$ cat src/rtl/exec_pkg.sv
// Shared types for the exec_pipe execution pipeline: opcodes, flag layout and FSM states.
package exec_pkg;

  typedef enum logic [3:0] {
    OP_ADD  = 4'd0,
    OP_ADC  = 4'd1,
    OP_SUB  = 4'd2,
    OP_AND  = 4'd3,
    OP_OR   = 4'd4,
    OP_XOR  = 4'd5,
    OP_SHL  = 4'd6,
    OP_SHR  = 4'd7,
    OP_SAR  = 4'd8,
    OP_MUL  = 4'd9,
    OP_MULH = 4'd10,
    OP_MOV  = 4'd11,
    OP_NOP  = 4'd12
  } op_e;

  typedef struct packed {
    logic of;
    logic sf;
    logic zf;
    logic cf;
  } flags_t;

  localparam int FLAG_CF = 0;
  localparam int FLAG_ZF = 1;
  localparam int FLAG_SF = 2;
  localparam int FLAG_OF = 3;

  typedef enum logic {
    ST_IDLE = 1'b0,
    ST_MUL  = 1'b1
  } state_e;

  // Opcodes 12..15 are all treated as NOP.
  function automatic logic is_nop(input logic [3:0] op);
    return op[3] & op[2];
  endfunction

  function automatic logic is_mul(input logic [3:0] op);
    return (op == OP_MUL) || (op == OP_MULH);
  endfunction

endpackage

$ cat src/rtl/exec_pipe_if.sv
// Issue handshake and writeback bus between the instruction decoder and exec_pipe.
interface exec_pipe_if #(
  parameter int WORD_WIDTH    = 8,
  parameter int ADDRESS_WIDTH = 3
);

  logic                     issue_valid;
  logic                     issue_ready;
  logic [3:0]               op;
  logic [ADDRESS_WIDTH-1:0] rd;
  logic [ADDRESS_WIDTH-1:0] ra;
  logic [ADDRESS_WIDTH-1:0] rb;
  logic [WORD_WIDTH-1:0]    imm;
  logic                     use_imm;
  logic                     wb_valid;
  logic [ADDRESS_WIDTH-1:0] wb_addr;
  logic [WORD_WIDTH-1:0]    wb_data;

  modport master (
    output issue_valid, op, rd, ra, rb, imm, use_imm,
    input  issue_ready, wb_valid, wb_addr, wb_data
  );

  modport slave (
    input  issue_valid, op, rd, ra, rb, imm, use_imm,
    output issue_ready, wb_valid, wb_addr, wb_data
  );

endinterface

$ cat src/rtl/exec_mul.sv
// Iterative unsigned shift-add multiplier: one partial product per cycle, WORD_WIDTH steps.
// done_o marks the cycle whose step is the last one; product_o is then the final product.
module exec_mul
  import exec_pkg::*;
#(
  parameter int WORD_WIDTH = 8
) (
  input  logic                    clk_i,
  input  logic                    arst_i,
  input  logic                    start_i,
  input  logic [WORD_WIDTH-1:0]   a_i,
  input  logic [WORD_WIDTH-1:0]   b_i,
  output logic                    done_o,
  output logic [2*WORD_WIDTH-1:0] product_o
);

  localparam int CW = $clog2(WORD_WIDTH);

  logic                    active_q, active_d;
  logic [CW-1:0]           cnt_q, cnt_d;
  logic [2*WORD_WIDTH-1:0] acc_q, acc_d;
  logic [2*WORD_WIDTH-1:0] mcand_q, mcand_d;
  logic [WORD_WIDTH-1:0]   mplier_q, mplier_d;
  logic [2*WORD_WIDTH-1:0] step_sum;

  always_comb begin
    step_sum  = acc_q + (mplier_q[0] ? mcand_q : '0);
    done_o    = active_q && (cnt_q == '0);
    product_o = step_sum;

    active_d  = active_q;
    cnt_d     = cnt_q;
    acc_d     = acc_q;
    mcand_d   = mcand_q;
    mplier_d  = mplier_q;

    if (start_i) begin
      active_d = 1'b1;
      cnt_d    = CW'(WORD_WIDTH - 1);
      acc_d    = '0;
      mcand_d  = {{WORD_WIDTH{1'b0}}, a_i};
      mplier_d = b_i;
    end else if (active_q) begin
      acc_d    = step_sum;
      mcand_d  = mcand_q << 1;
      mplier_d = mplier_q >> 1;
      cnt_d    = cnt_q - CW'(1);
      if (cnt_q == '0) begin
        active_d = 1'b0;
      end
    end
  end

  always_ff @(posedge clk_i or negedge arst_i) begin
    if (!arst_i) begin
      active_q <= 1'b0;
      cnt_q    <= '0;
      acc_q    <= '0;
      mcand_q  <= '0;
      mplier_q <= '0;
    end else begin
      active_q <= active_d;
      cnt_q    <= cnt_d;
      acc_q    <= acc_d;
      mcand_q  <= mcand_d;
      mplier_q <= mplier_d;
    end
  end

endmodule

$ cat src/rtl/exec_pipe.sv
// Single-issue execution pipeline: register file, ALU, WB stage with forwarding,
// and an IDLE/MUL FSM wrapping the iterative multiplier.
module exec_pipe
  import exec_pkg::*;
#(
  parameter int WORD_WIDTH    = 8,
  parameter int ADDRESS_WIDTH = 3
) (
  input  logic                     clk_i,
  input  logic                     arst_i,
  exec_pipe_if.slave               bus,
  output logic [3:0]               flags_o,
  output logic                     busy_o,
  input  logic [ADDRESS_WIDTH-1:0] dbg_addr_i,
  output logic [WORD_WIDTH-1:0]    dbg_data_o
);

  localparam int NREG = 2 ** ADDRESS_WIDTH;
  localparam int SHW  = $clog2(WORD_WIDTH);
  localparam int MSB  = WORD_WIDTH - 1;

  state_e                   state_q, state_d;
  logic [WORD_WIDTH-1:0]    rf_q [NREG];
  logic [WORD_WIDTH-1:0]    rf_d [NREG];
  flags_t                   flags_q, flags_d;
  logic                     wb_valid_q, wb_valid_d;
  logic [ADDRESS_WIDTH-1:0] wb_addr_q, wb_addr_d;
  logic [WORD_WIDTH-1:0]    wb_data_q, wb_data_d;
  flags_t                   wb_flags_q, wb_flags_d;
  logic [3:0]               mul_op_q, mul_op_d;
  logic [ADDRESS_WIDTH-1:0] mul_rd_q, mul_rd_d;

  logic [WORD_WIDTH-1:0]    opa, opb;
  logic                     carry_in;
  logic [WORD_WIDTH-1:0]    alu_res;
  flags_t                   alu_flags;
  logic                     mul_start, mul_done;
  logic [2*WORD_WIDTH-1:0]  mul_product;
  logic [WORD_WIDTH-1:0]    mul_res;
  flags_t                   mul_flags;

  // The WB stage has not reached the register file yet, so it overrides it; r0 never forwards.
  always_comb begin
    opa = rf_q[bus.ra];
    opb = rf_q[bus.rb];
    if (wb_valid_q && (wb_addr_q != '0) && (wb_addr_q == bus.ra)) opa = wb_data_q;
    if (wb_valid_q && (wb_addr_q != '0) && (wb_addr_q == bus.rb)) opb = wb_data_q;
    if (bus.use_imm) opb = bus.imm;
    carry_in = wb_valid_q ? wb_flags_q.cf : flags_q.cf;
  end

  always_comb begin
    logic [WORD_WIDTH:0]        sum_ext;
    logic [WORD_WIDTH:0]        shl_ext;
    logic [WORD_WIDTH:0]        shr_ext;
    logic signed [WORD_WIDTH:0] sar_ext;
    logic [SHW-1:0]             sh;
    alu_res   = '0;
    alu_flags = '0;
    sh        = opb[SHW-1:0];
    sum_ext   = '0;
    // One extra bit catches the last bit shifted out, and stays 0 for a zero shift.
    shl_ext   = {1'b0, opa} << sh;
    shr_ext   = {opa, 1'b0} >> sh;
    sar_ext   = $signed({opa, 1'b0}) >>> sh;
    case (bus.op)
      OP_ADD, OP_ADC: begin
        sum_ext      = {1'b0, opa} + {1'b0, opb}
                     + {{WORD_WIDTH{1'b0}}, (bus.op == OP_ADC) && carry_in};
        alu_res      = sum_ext[WORD_WIDTH-1:0];
        alu_flags.cf = sum_ext[WORD_WIDTH];
        alu_flags.of = (opa[MSB] == opb[MSB]) && (alu_res[MSB] != opa[MSB]);
      end
      OP_SUB: begin
        sum_ext      = {1'b0, opa} - {1'b0, opb};
        alu_res      = sum_ext[WORD_WIDTH-1:0];
        alu_flags.cf = sum_ext[WORD_WIDTH];
        alu_flags.of = (opa[MSB] != opb[MSB]) && (alu_res[MSB] != opa[MSB]);
      end
      OP_AND: alu_res = opa & opb;
      OP_OR:  alu_res = opa | opb;
      OP_XOR: alu_res = opa ^ opb;
      OP_MOV: alu_res = opb;
      OP_SHL: begin
        alu_res      = shl_ext[WORD_WIDTH-1:0];
        alu_flags.cf = shl_ext[WORD_WIDTH];
      end
      OP_SHR: begin
        alu_res      = shr_ext[WORD_WIDTH:1];
        alu_flags.cf = shr_ext[0];
      end
      OP_SAR: begin
        alu_res      = sar_ext[WORD_WIDTH:1];
        alu_flags.cf = sar_ext[0];
      end
      default: ;
    endcase
    alu_flags.zf = (alu_res == '0);
    alu_flags.sf = alu_res[MSB];
  end

  always_comb begin
    mul_res      = (mul_op_q == OP_MULH) ? mul_product[2*WORD_WIDTH-1:WORD_WIDTH]
                                         : mul_product[WORD_WIDTH-1:0];
    mul_flags    = '0;
    mul_flags.zf = (mul_res == '0);
    mul_flags.sf = mul_res[MSB];
    mul_flags.cf = (mul_op_q == OP_MUL) && (mul_product[2*WORD_WIDTH-1:WORD_WIDTH] != '0);
    mul_flags.of = mul_flags.cf;
  end

  always_comb begin
    rf_d = rf_q;
    if (wb_valid_q && (wb_addr_q != '0)) rf_d[wb_addr_q] = wb_data_q;
    flags_d = wb_valid_q ? wb_flags_q : flags_q;
  end

  always_comb begin
    state_d    = state_q;
    wb_valid_d = 1'b0;
    wb_addr_d  = '0;
    wb_data_d  = '0;
    wb_flags_d = wb_flags_q;
    mul_op_d   = mul_op_q;
    mul_rd_d   = mul_rd_q;
    mul_start  = 1'b0;
    case (state_q)
      ST_IDLE: begin
        if (bus.issue_valid) begin
          if (is_mul(bus.op)) begin
            mul_start = 1'b1;
            mul_op_d  = bus.op;
            mul_rd_d  = bus.rd;
            state_d   = ST_MUL;
          end else if (!is_nop(bus.op)) begin
            wb_valid_d = 1'b1;
            wb_addr_d  = bus.rd;
            wb_data_d  = alu_res;
            wb_flags_d = alu_flags;
          end
        end
      end
      ST_MUL: begin
        if (mul_done) begin
          wb_valid_d = 1'b1;
          wb_addr_d  = mul_rd_q;
          wb_data_d  = mul_res;
          wb_flags_d = mul_flags;
          state_d    = ST_IDLE;
        end
      end
      default: state_d = ST_IDLE;
    endcase
  end

  always_ff @(posedge clk_i or negedge arst_i) begin
    if (!arst_i) begin
      state_q    <= ST_IDLE;
      rf_q       <= '{default: '0};
      flags_q    <= '0;
      wb_valid_q <= 1'b0;
      wb_addr_q  <= '0;
      wb_data_q  <= '0;
      wb_flags_q <= '0;
      mul_op_q   <= '0;
      mul_rd_q   <= '0;
    end else begin
      state_q    <= state_d;
      rf_q       <= rf_d;
      flags_q    <= flags_d;
      wb_valid_q <= wb_valid_d;
      wb_addr_q  <= wb_addr_d;
      wb_data_q  <= wb_data_d;
      wb_flags_q <= wb_flags_d;
      mul_op_q   <= mul_op_d;
      mul_rd_q   <= mul_rd_d;
    end
  end

  exec_mul #(
    .WORD_WIDTH (WORD_WIDTH)
  ) u_mul (
    .clk_i     (clk_i),
    .arst_i    (arst_i),
    .start_i   (mul_start),
    .a_i       (opa),
    .b_i       (opb),
    .done_o    (mul_done),
    .product_o (mul_product)
  );

  assign bus.issue_ready = (state_q == ST_IDLE);
  assign bus.wb_valid    = wb_valid_q;
  assign bus.wb_addr     = wb_addr_q;
  assign bus.wb_data     = wb_data_q;
  assign flags_o         = flags_q;
  assign busy_o          = (state_q == ST_MUL);
  assign dbg_data_o      = rf_q[dbg_addr_i];

endmodule

$ cat src/flat_wrapper.sv
// flat-port wrapper written by rule: the top's interface ports become plain ports
module exec_pipe_flat import exec_pkg::*;
#(
  parameter int WORD_WIDTH    = 8,
  parameter int ADDRESS_WIDTH = 3
)
  (clk_i, arst_i, flags_o, busy_o, dbg_addr_i, dbg_data_o, bus_issue_valid, bus_op, bus_rd, bus_ra, bus_rb, bus_imm, bus_use_imm, bus_issue_ready, bus_wb_valid, bus_wb_addr, bus_wb_data);
  exec_pipe_if #(.WORD_WIDTH(WORD_WIDTH), .ADDRESS_WIDTH(ADDRESS_WIDTH)) bus_i ();
  input  logic clk_i;
  input  logic arst_i;
  output logic [3:0] flags_o;
  output logic busy_o;
  input  logic [ADDRESS_WIDTH-1:0] dbg_addr_i;
  output logic [WORD_WIDTH-1:0] dbg_data_o;
  input wire logic [$bits(bus_i.issue_valid)-1:0] bus_issue_valid;
  input wire logic [$bits(bus_i.op)-1:0] bus_op;
  input wire logic [$bits(bus_i.rd)-1:0] bus_rd;
  input wire logic [$bits(bus_i.ra)-1:0] bus_ra;
  input wire logic [$bits(bus_i.rb)-1:0] bus_rb;
  input wire logic [$bits(bus_i.imm)-1:0] bus_imm;
  input wire logic [$bits(bus_i.use_imm)-1:0] bus_use_imm;
  output wire logic [$bits(bus_i.issue_ready)-1:0] bus_issue_ready;
  output wire logic [$bits(bus_i.wb_valid)-1:0] bus_wb_valid;
  output wire logic [$bits(bus_i.wb_addr)-1:0] bus_wb_addr;
  output wire logic [$bits(bus_i.wb_data)-1:0] bus_wb_data;
  assign bus_i.issue_valid = bus_issue_valid;
  assign bus_i.op = bus_op;
  assign bus_i.rd = bus_rd;
  assign bus_i.ra = bus_ra;
  assign bus_i.rb = bus_rb;
  assign bus_i.imm = bus_imm;
  assign bus_i.use_imm = bus_use_imm;
  assign bus_issue_ready = bus_i.issue_ready;
  assign bus_wb_valid = bus_i.wb_valid;
  assign bus_wb_addr = bus_i.wb_addr;
  assign bus_wb_data = bus_i.wb_data;
  exec_pipe #(.WORD_WIDTH(WORD_WIDTH), .ADDRESS_WIDTH(ADDRESS_WIDTH)) u_core (.clk_i(clk_i), .arst_i(arst_i), .bus(bus_i), .flags_o(flags_o), .busy_o(busy_o), .dbg_addr_i(dbg_addr_i), .dbg_data_o(dbg_data_o));
endmodule
$ cat config.mk
export PLATFORM = sky130hd
export DESIGN_NAME = exec_pipe_flat
export DESIGN_NICKNAME = d
export VERILOG_FILES = /design/src/rtl/exec_pkg.sv /design/src/rtl/exec_pipe_if.sv /design/src/rtl/exec_mul.sv /design/src/rtl/exec_pipe.sv /design/src/flat_wrapper.sv
export SDC_FILE = /design/constraint.sdc
export NUM_CORES = 1
export LEC_CHECK = 0
export CAP_MARGIN = 5
export CORE_ASPECT_RATIO = 1.1
export CORE_MARGIN = 1
export CORE_UTILIZATION = 39
export CTS_BUF_LIST = sky130_fd_sc_hd__clkbuf_8
export CTS_CLUSTER_SIZE = 10
export DETAILED_ROUTE_END_ITERATION = 10
export SYNTH_ARGS = -nofsm -noshare
export SYNTH_HDL_FRONTEND = slang
export SYNTH_SLANG_ARGS = --single-unit
$ cat constraint.sdc
create_clock -name clk_i -period 6.8 [get_ports clk_i]
set_input_delay 0.68 -clock clk_i [delete_from_list [all_inputs] [get_ports clk_i]]
set_output_delay 0.68 -clock clk_i [all_outputs]
set_load 0.02 [all_outputs]
* Yosys cells after proc, flatten, opt, wreduce, memory -nomap -nowiden
Cells that the tools add are included.
** Storage, ports and cells
- Bits in registers :: 136
** Cells by class
- Add/subtract/negate cells :: 5
- Order comparisons :: 5
- Eq/ne operators :: 23
- Shift-type cells :: 3
- Multiplexer cells :: 57
- Bitwise logic cells :: 9
- Reduce and logical (&&, ||, !) cells :: 20
** Operator list (count)
- two-way mux 8 bit :: 17
- two-way mux 16 bit :: 5
- binary-select mux 8 bit (select 3 bit) :: 3
- case mux 8 bit (9 select lines) :: 1
- bitwise mux 64 bit :: 1
- demux 8 bit (select 3 bit) :: 1
- == test 4 bit (second input constant) :: 6
- two-way mux 3 bit :: 6
- adder 16 bit :: 1
- == test 4 x 3 -> 1 bit (second input constant) :: 4
- greater-or-equal comparator 4 bit (second input constant) :: 4
- logical NOT 8 bit :: 2
- two-way mux 4 bit :: 4
- NOT 3 -> 4 bit :: 4
- case mux 8 bit (2 select lines) :: 1
- two-way mux 1 bit :: 12
- adder 8 x 8 -> 9 bit :: 1
- adder 9 x 1 -> 9 bit :: 1
- logical AND 1 bit :: 9
- << shifter 8 x 3 -> 9 bit :: 1
- right shift 9 x 3 -> 9 bit :: 1
- >>> shifter 9 x 3 -> 9 bit :: 1
- subtractor 8 x 8 -> 9 bit :: 1
- bitwise AND 8 bit :: 1
- other kinds (25) :: 34

* Logic depth before layout (Yosys ltp)
- Word-level depth :: 15
- Gate-level depth with buffers :: 19
- Gate-level depth less buffers :: 17

* Modules after synthesis
A second synthesis with hierarchy kept.
** Unflattened totals
- Cell total of the unflattened synthesis :: 1012
- Area, all modules :: 10166.0 um^2
** Modules (own cells, without submodules)
- exec_pipe :: times used 1, cells each 702, area an instance 7305.8 um^2, seq. area each 2302.2 um^2
- exec_mul :: times used 1, cells each 310, area an instance 2860.2 um^2, seq. area each 1101.1 um^2

* Least setup slack after synthesis
No wires, ideal clock.
- Path type :: input-to-reg
- Start :: in bus_rb[1]
- End :: reg u_core.wb_flags_q[1] (netlist name)
- Setup time :: 0.077 ns
- Data arrival time :: 4.492 ns
- Required time :: 6.723 ns
- Slack :: 2.230 ns
- Stages on the path :: 19
- Path buffers :: 2
- Path through :: buf_6 mux4_2 mux2_2 a211oi_1 o31a_2 inv_2 buf_2 ha_1 fa_1 nand2b_1 a21oi_1 o21bai_1 a21oi_1 mux2i_1 a2111oi_0 nand4_1 nor4_1 nand4_1 a21oi_1
** On the way
- Cells in the longest elaborated chain, start to end :: 14
- Elaborated cells on any way between the ends :: 23
- Those cells by class :: add/sub (3); eq/ne (1); shift (3); mux (10); bitwise (4); reduce/logical (2)
** RTL lines
- from (decl) :: RTL line flat_wrapper.sv:19 : input wire logic [$bits(bus_i.rb)-1:0] bus_rb;
- NOT 3 -> 4 bit (not written as such) :: RTL line exec_pipe.sv:45 : opb = rf_q[bus.rb];
- binary-select mux 8 bit (select 3 bit) :: RTL line exec_pipe.sv:45
- two-way mux 8 bit (not written as such) (2 in series) :: RTL line exec_pipe.sv:45
- two-way mux 8 bit (*) :: RTL line exec_pipe.sv:47 : if (wb_valid_q && (wb_addr_q != '0) && (wb_addr_q == bus.rb)) opb = wb_data_q;
- two-way mux 8 bit (*) :: RTL line exec_pipe.sv:48 : if (bus.use_imm) opb = bus.imm;
- adder 8 x 8 -> 9 bit :: RTL line exec_pipe.sv:68 : sum_ext = {1'b0, opa} + {1'b0, opb}
- adder 9 x 1 -> 9 bit :: RTL line exec_pipe.sv:69 : + {{WORD_WIDTH{1'b0}}, (bus.op == OP_ADC) && carry_in};
- case mux 8 bit (9 select lines) (*) :: RTL line exec_pipe.sv:66 : case (bus.op)
- logical NOT 8 bit (*) :: RTL line exec_pipe.sv:98 : alu_flags.zf = (alu_res == '0);
- two-way mux 4 bit (*) :: RTL line exec_pipe.sv:135 : end else if (!is_nop(bus.op)) begin
- two-way mux 4 bit (*) :: RTL line exec_pipe.sv:130 : if (is_mul(bus.op)) begin
- two-way mux 4 bit (*) :: RTL line exec_pipe.sv:129 : if (bus.issue_valid) begin
- case mux 4 bit (2 select lines) (*) :: RTL line exec_pipe.sv:127 : case (state_q)
- to (signal assigned) :: RTL line exec_pipe.sv:174 : wb_flags_q <= wb_flags_d;
- to (decl) :: RTL line exec_pipe.sv:29 : flags_t wb_flags_q, wb_flags_d;
Every way passes the cells marked *; elsewhere a longest branch is shown, timed or not. The select of a mux whose other input is x is not followed.
A chain may end at the register's enable or synchronous reset.

* Worst setup path in the final report
Same ends and word-level chain as after synthesis.

==> flow_metrics.env <==
export IMPL_status="finished clean"
export IMPL_cp_slowest_cell="a2111oi_0"
export IMPL_grt_use_total_pct=23.1
export IMPL_antenna_found_initial=0
export IMPL_hold_buffers=0
export IMPL_period_needed_ps=5390
export IMPL_ys_types=80
export IMPL_h_tree_depth=4
export IMPL_maxCapViolCount=0
export IMPL_cp_start_kind="input pin"
export IMPL_die_height_um=171
export IMPL_leakage_nw=4.88
export IMPL_worstSetupPathType="in -> reg"
export IMPL_post_cts_resized=0
export IMPL_synthCells=1018
export IMPL_clkTransAtPathRegs_ps=90
export IMPL_drt_iter0_markers=713
export IMPL_p_int_mw=1.81
export IMPL_crit_arrival_ps=5760
export IMPL_cts_max_path_buffers=2
export IMPL_crit_chain="clkdlybuf4s50_1 > buf_4 > mux4_2 > mux2_2 > a211oi_1 > o31a_2 > inv_2 > ha_1 > fa_1 > nand2b_1 > a21oi_1 > o21bai_1 > a21oi_1 > mux2i_1 > a2111oi_0 > nand4_1 > nor4_1 > nand4_1 > a21oi_1"
export IMPL_tightestPinTransition_ps=1230
export IMPL_async_reset_ff_share_pct=100
export IMPL_slew_violations=0
export IMPL_fin_hold_ws_ps=231
export IMPL_grt_pass1_wl_mm=47.0
export IMPL_synth_cell_area_sq_mm=0.0102
export IMPL_p_sw_share_pct=39.2
export IMPL_grt_max_degree=76
export IMPL_fin_crit_sh_pct=79.2
export IMPL_grt_pass1_vias=8200
export IMPL_numCtsBuffers=17
export IMPL_placed_cell_area_sq_mm=0.0110
export IMPL_nNetsFinal=1116
export IMPL_post_place_cells=1369
export IMPL_pin_count=54
export IMPL_ant_nets=0
export IMPL_globalplace_congestion=0.891
export IMPL_vias=8389
export IMPL_hold_viol=0
export IMPL_path_common_cell="a21oi_1"
export IMPL_synthTopCellsByArea="dfrtp_1 33%, mux4_2 10%, mux2_2 8.1%"
export IMPL_totalWireLength_mm=29.7
export IMPL_cp_max_fo=15
export IMPL_rrSetupSlack_ps=1470
export IMPL_core_area_sq_mm=0.0254
export IMPL_clockPowerShare_pct=22.6
export IMPL_rsz0062_at_grt="false"
export IMPL_wl_per_cell_um=21.2
export IMPL_drive_gt1_share_pct=19.2
export IMPL_setup_viol=0
export IMPL_tns_ps=0
export IMPL_timing_fmax_mhz=186
export IMPL_globalRoute_totalOverflow=0
export IMPL_drc=0
export IMPL_place_ws_ps=974
export IMPL_maxSlewHeadroom_pct=17.8
export IMPL_viasPerCell=5.99
export IMPL_power_frac_comb_pct=38.2
export IMPL_dieArea_sq_mm=0.0267
export IMPL_final_setup_worst_slack_ps=1410
export IMPL_yosys_area_top_type_share_pct=33.4
export IMPL_seqPwrFrac_pct=39.1
export IMPL_final_core_util_pct=44.9
export IMPL_syn_area_per_cell_sq_um=10.0
export IMPL_reg2reg_to="u_core.wb_flags_q[1]$_DFFE_PN0P_"
export IMPL_worstHoldPathType="in -> async"
export IMPL_ys_ff_latch=136
export IMPL_ir_worst_vdd_mv=0.206
export IMPL_power_density_mw_per_mm2=261
export IMPL_synth_ff_type="dfrtp_1"
export IMPL_cts_sinks=136
export IMPL_synth_edf_count=0
export IMPL_clockRootBuffer="clkbuf_8"
export IMPL_critPathMaxStageDelay_ps=600
export IMPL_dp_hpwl_mm=21.3
export IMPL_synth_largest_area_cell="dfrtp_1"
export IMPL_critPathRequiredTime_ps=7180
export IMPL_synth_yosys_warnings=0
export IMPL_clkLatencyLatePin_ps=450
export IMPL_end_kind="flip-flop"
export IMPL_ff2ff_path_depth=16
export IMPL_stdcell_count=1401
export IMPL_rows=61
export IMPL_diodes=0
export IMPL_p_sw_mw=1.17
export IMPL_total_power_mw=2.98
export IMPL_io_buffers=53
export IMPL_r2r_start="u_core.bus.wb_valid$_DFF_PN0_"
export IMPL_syn_nets=1092
export IMPL_ys_seq_area_share_pct=33.4
export IMPL_initial_core_util_pct=40.0
export IMPL_cts_setup_buffers=0
export IMPL_cts_tree="done"
export IMPL_area_delta_synth_final_pct=12.1
export IMPL_finClkSkew_ps=18.4
export IMPL_fin_area_sq_mm=0.0114
export IMPL_dr_pass1_iters=5
export IMPL_die_width_um=156
## routing by layer
metal	vias to the layer above	GRT usage [%]	routed length (um)
li1	3830	-	-
met1	4162	31.9	13200
met2	351	37.1	14000
met3	46	3.20	1910
met4	0	7.54	603
met5	-	0	0
## cell usage in the layout, fill, tap and decap left out, types with 6 or more instances in the layout
master	instances
nor3_1	25
a211oi_1	22
mux2_2	73
buf_4	23
inv_1	41
o211ai_1	9
o22ai_1	11
dfrtp_1	135
nand2_1	88
nor2b_1	15
nand2b_1	15
nor2_1	68
and2_1	18
mux2i_1	58
a21oi_1	49
nand3_1	11
o21ai_0	49
mux4_2	47
a22oi_1	6
xor2_1	7
nand4_1	7
or3_1	7
ha_1	42
a31oi_1	7
clkdlybuf4s50_1	52
a21o_1	9
xnor2_1	16
clkbuf_8	17
o21bai_1	8
a22o_1	6
## worst max-delay path by stage
stage                          from                          endpoint  slack [ps]
after floorplan           bus_rb[1]  u_core.wb_flags_q[1]$_DFFE_PN0P_        2230
after global placement    bus_rb[1]  u_core.wb_flags_q[1]$_DFFE_PN0P_        1080
after detailed placement  bus_rb[1]  u_core.wb_flags_q[1]$_DFFE_PN0P_         970
after CTS                 bus_rb[1]  u_core.wb_flags_q[1]$_DFFE_PN0P_        1450
after global routing      bus_rb[1]  u_core.wb_flags_q[1]$_DFFE_PN0P_        1010
final                     bus_rb[1]  u_core.wb_flags_q[1]$_DFFE_PN0P_        1410
## registers in the layout (all words and copies together) (netlist names), 3 cells and up
name                   cells
u_core.flags_o             4
u_core.u_mul.acc_q        16
u_core.wb_flags_q          4
u_core.mul_rd_q            3
u_core.bus.wb_addr         3
u_core.u_mul.mplier_q      8
u_core.mul_op_q            4
u_core.u_mul.cnt_q         3
u_core.rf_q               64
u_core.bus.wb_data         8
u_core.u_mul.mcand_q      16
## area by class of cell
cell class,count,area (sq um)
clock buffers,17,234
well taps,346,433
multi-input cells,767,6310
flip-flops and latches,136,3400
inverters,44,165
repair buffers,76,704
fillers,2431,14000
clock inverters,15,154
## Yosys cell counts (8+ instances only)
library cell and instances:
a211oi_1 22, a21o_1 9, a21oi_1 49, and2_1 18, buf_1 11, buf_2 15
clkbuf_1 39, dfrtp_1 136, ha_1 42, inv_1 40, mux2_2 73, mux2i_1 58
mux4_2 47, nand2_1 88, nand2b_1 15, nand3_1 11, nor2_1 68, nor2b_1 15
nor3_1 26, o211ai_1 9, o21ai_0 49, o21bai_1 8, o22ai_1 11, xnor2_1 16
## power by group through the flow
stage	registers (mW)	clock network [mW]	logic, mW
finish	1.17	0.675	1.14
global route	1.19	0.724	1.25
CTS	1.16	0.691	1.14
detailed placement	1.18	0	1.13
global placement	1.18	0	1.12
floorplan	1.12	0	0.827
## critical path, delay by kind of cell
| family | cells | cell delay (ps) |
|---|---|---|
| adder cells (fa/ha/maj) | 2 | 680 |
| multiplexers | 3 | 900 |
| buffers and inverters | 3 | 830 |
| AO/OA/AOI/OAI | 7 | 1880 |
| AND/OR/NAND/NOR | 4 | 800 |
## logic make-up (layout without fill, tap and decap cells)
family,count (synthesis),after routing,synth area share (%)
AND/OR/NAND/NOR,283,283,13.6
multiplexers,180,180,24.6
flip-flops,136,136,33.4
XOR/XNOR,23,23,1.98
AO/OA/AOI/OAI,235,235,15.7
buffers and inverters,115,152,4.80
adder cells (fa/ha/maj),46,46,5.95
Note: power is estimated with default switching activity, not from simulation.
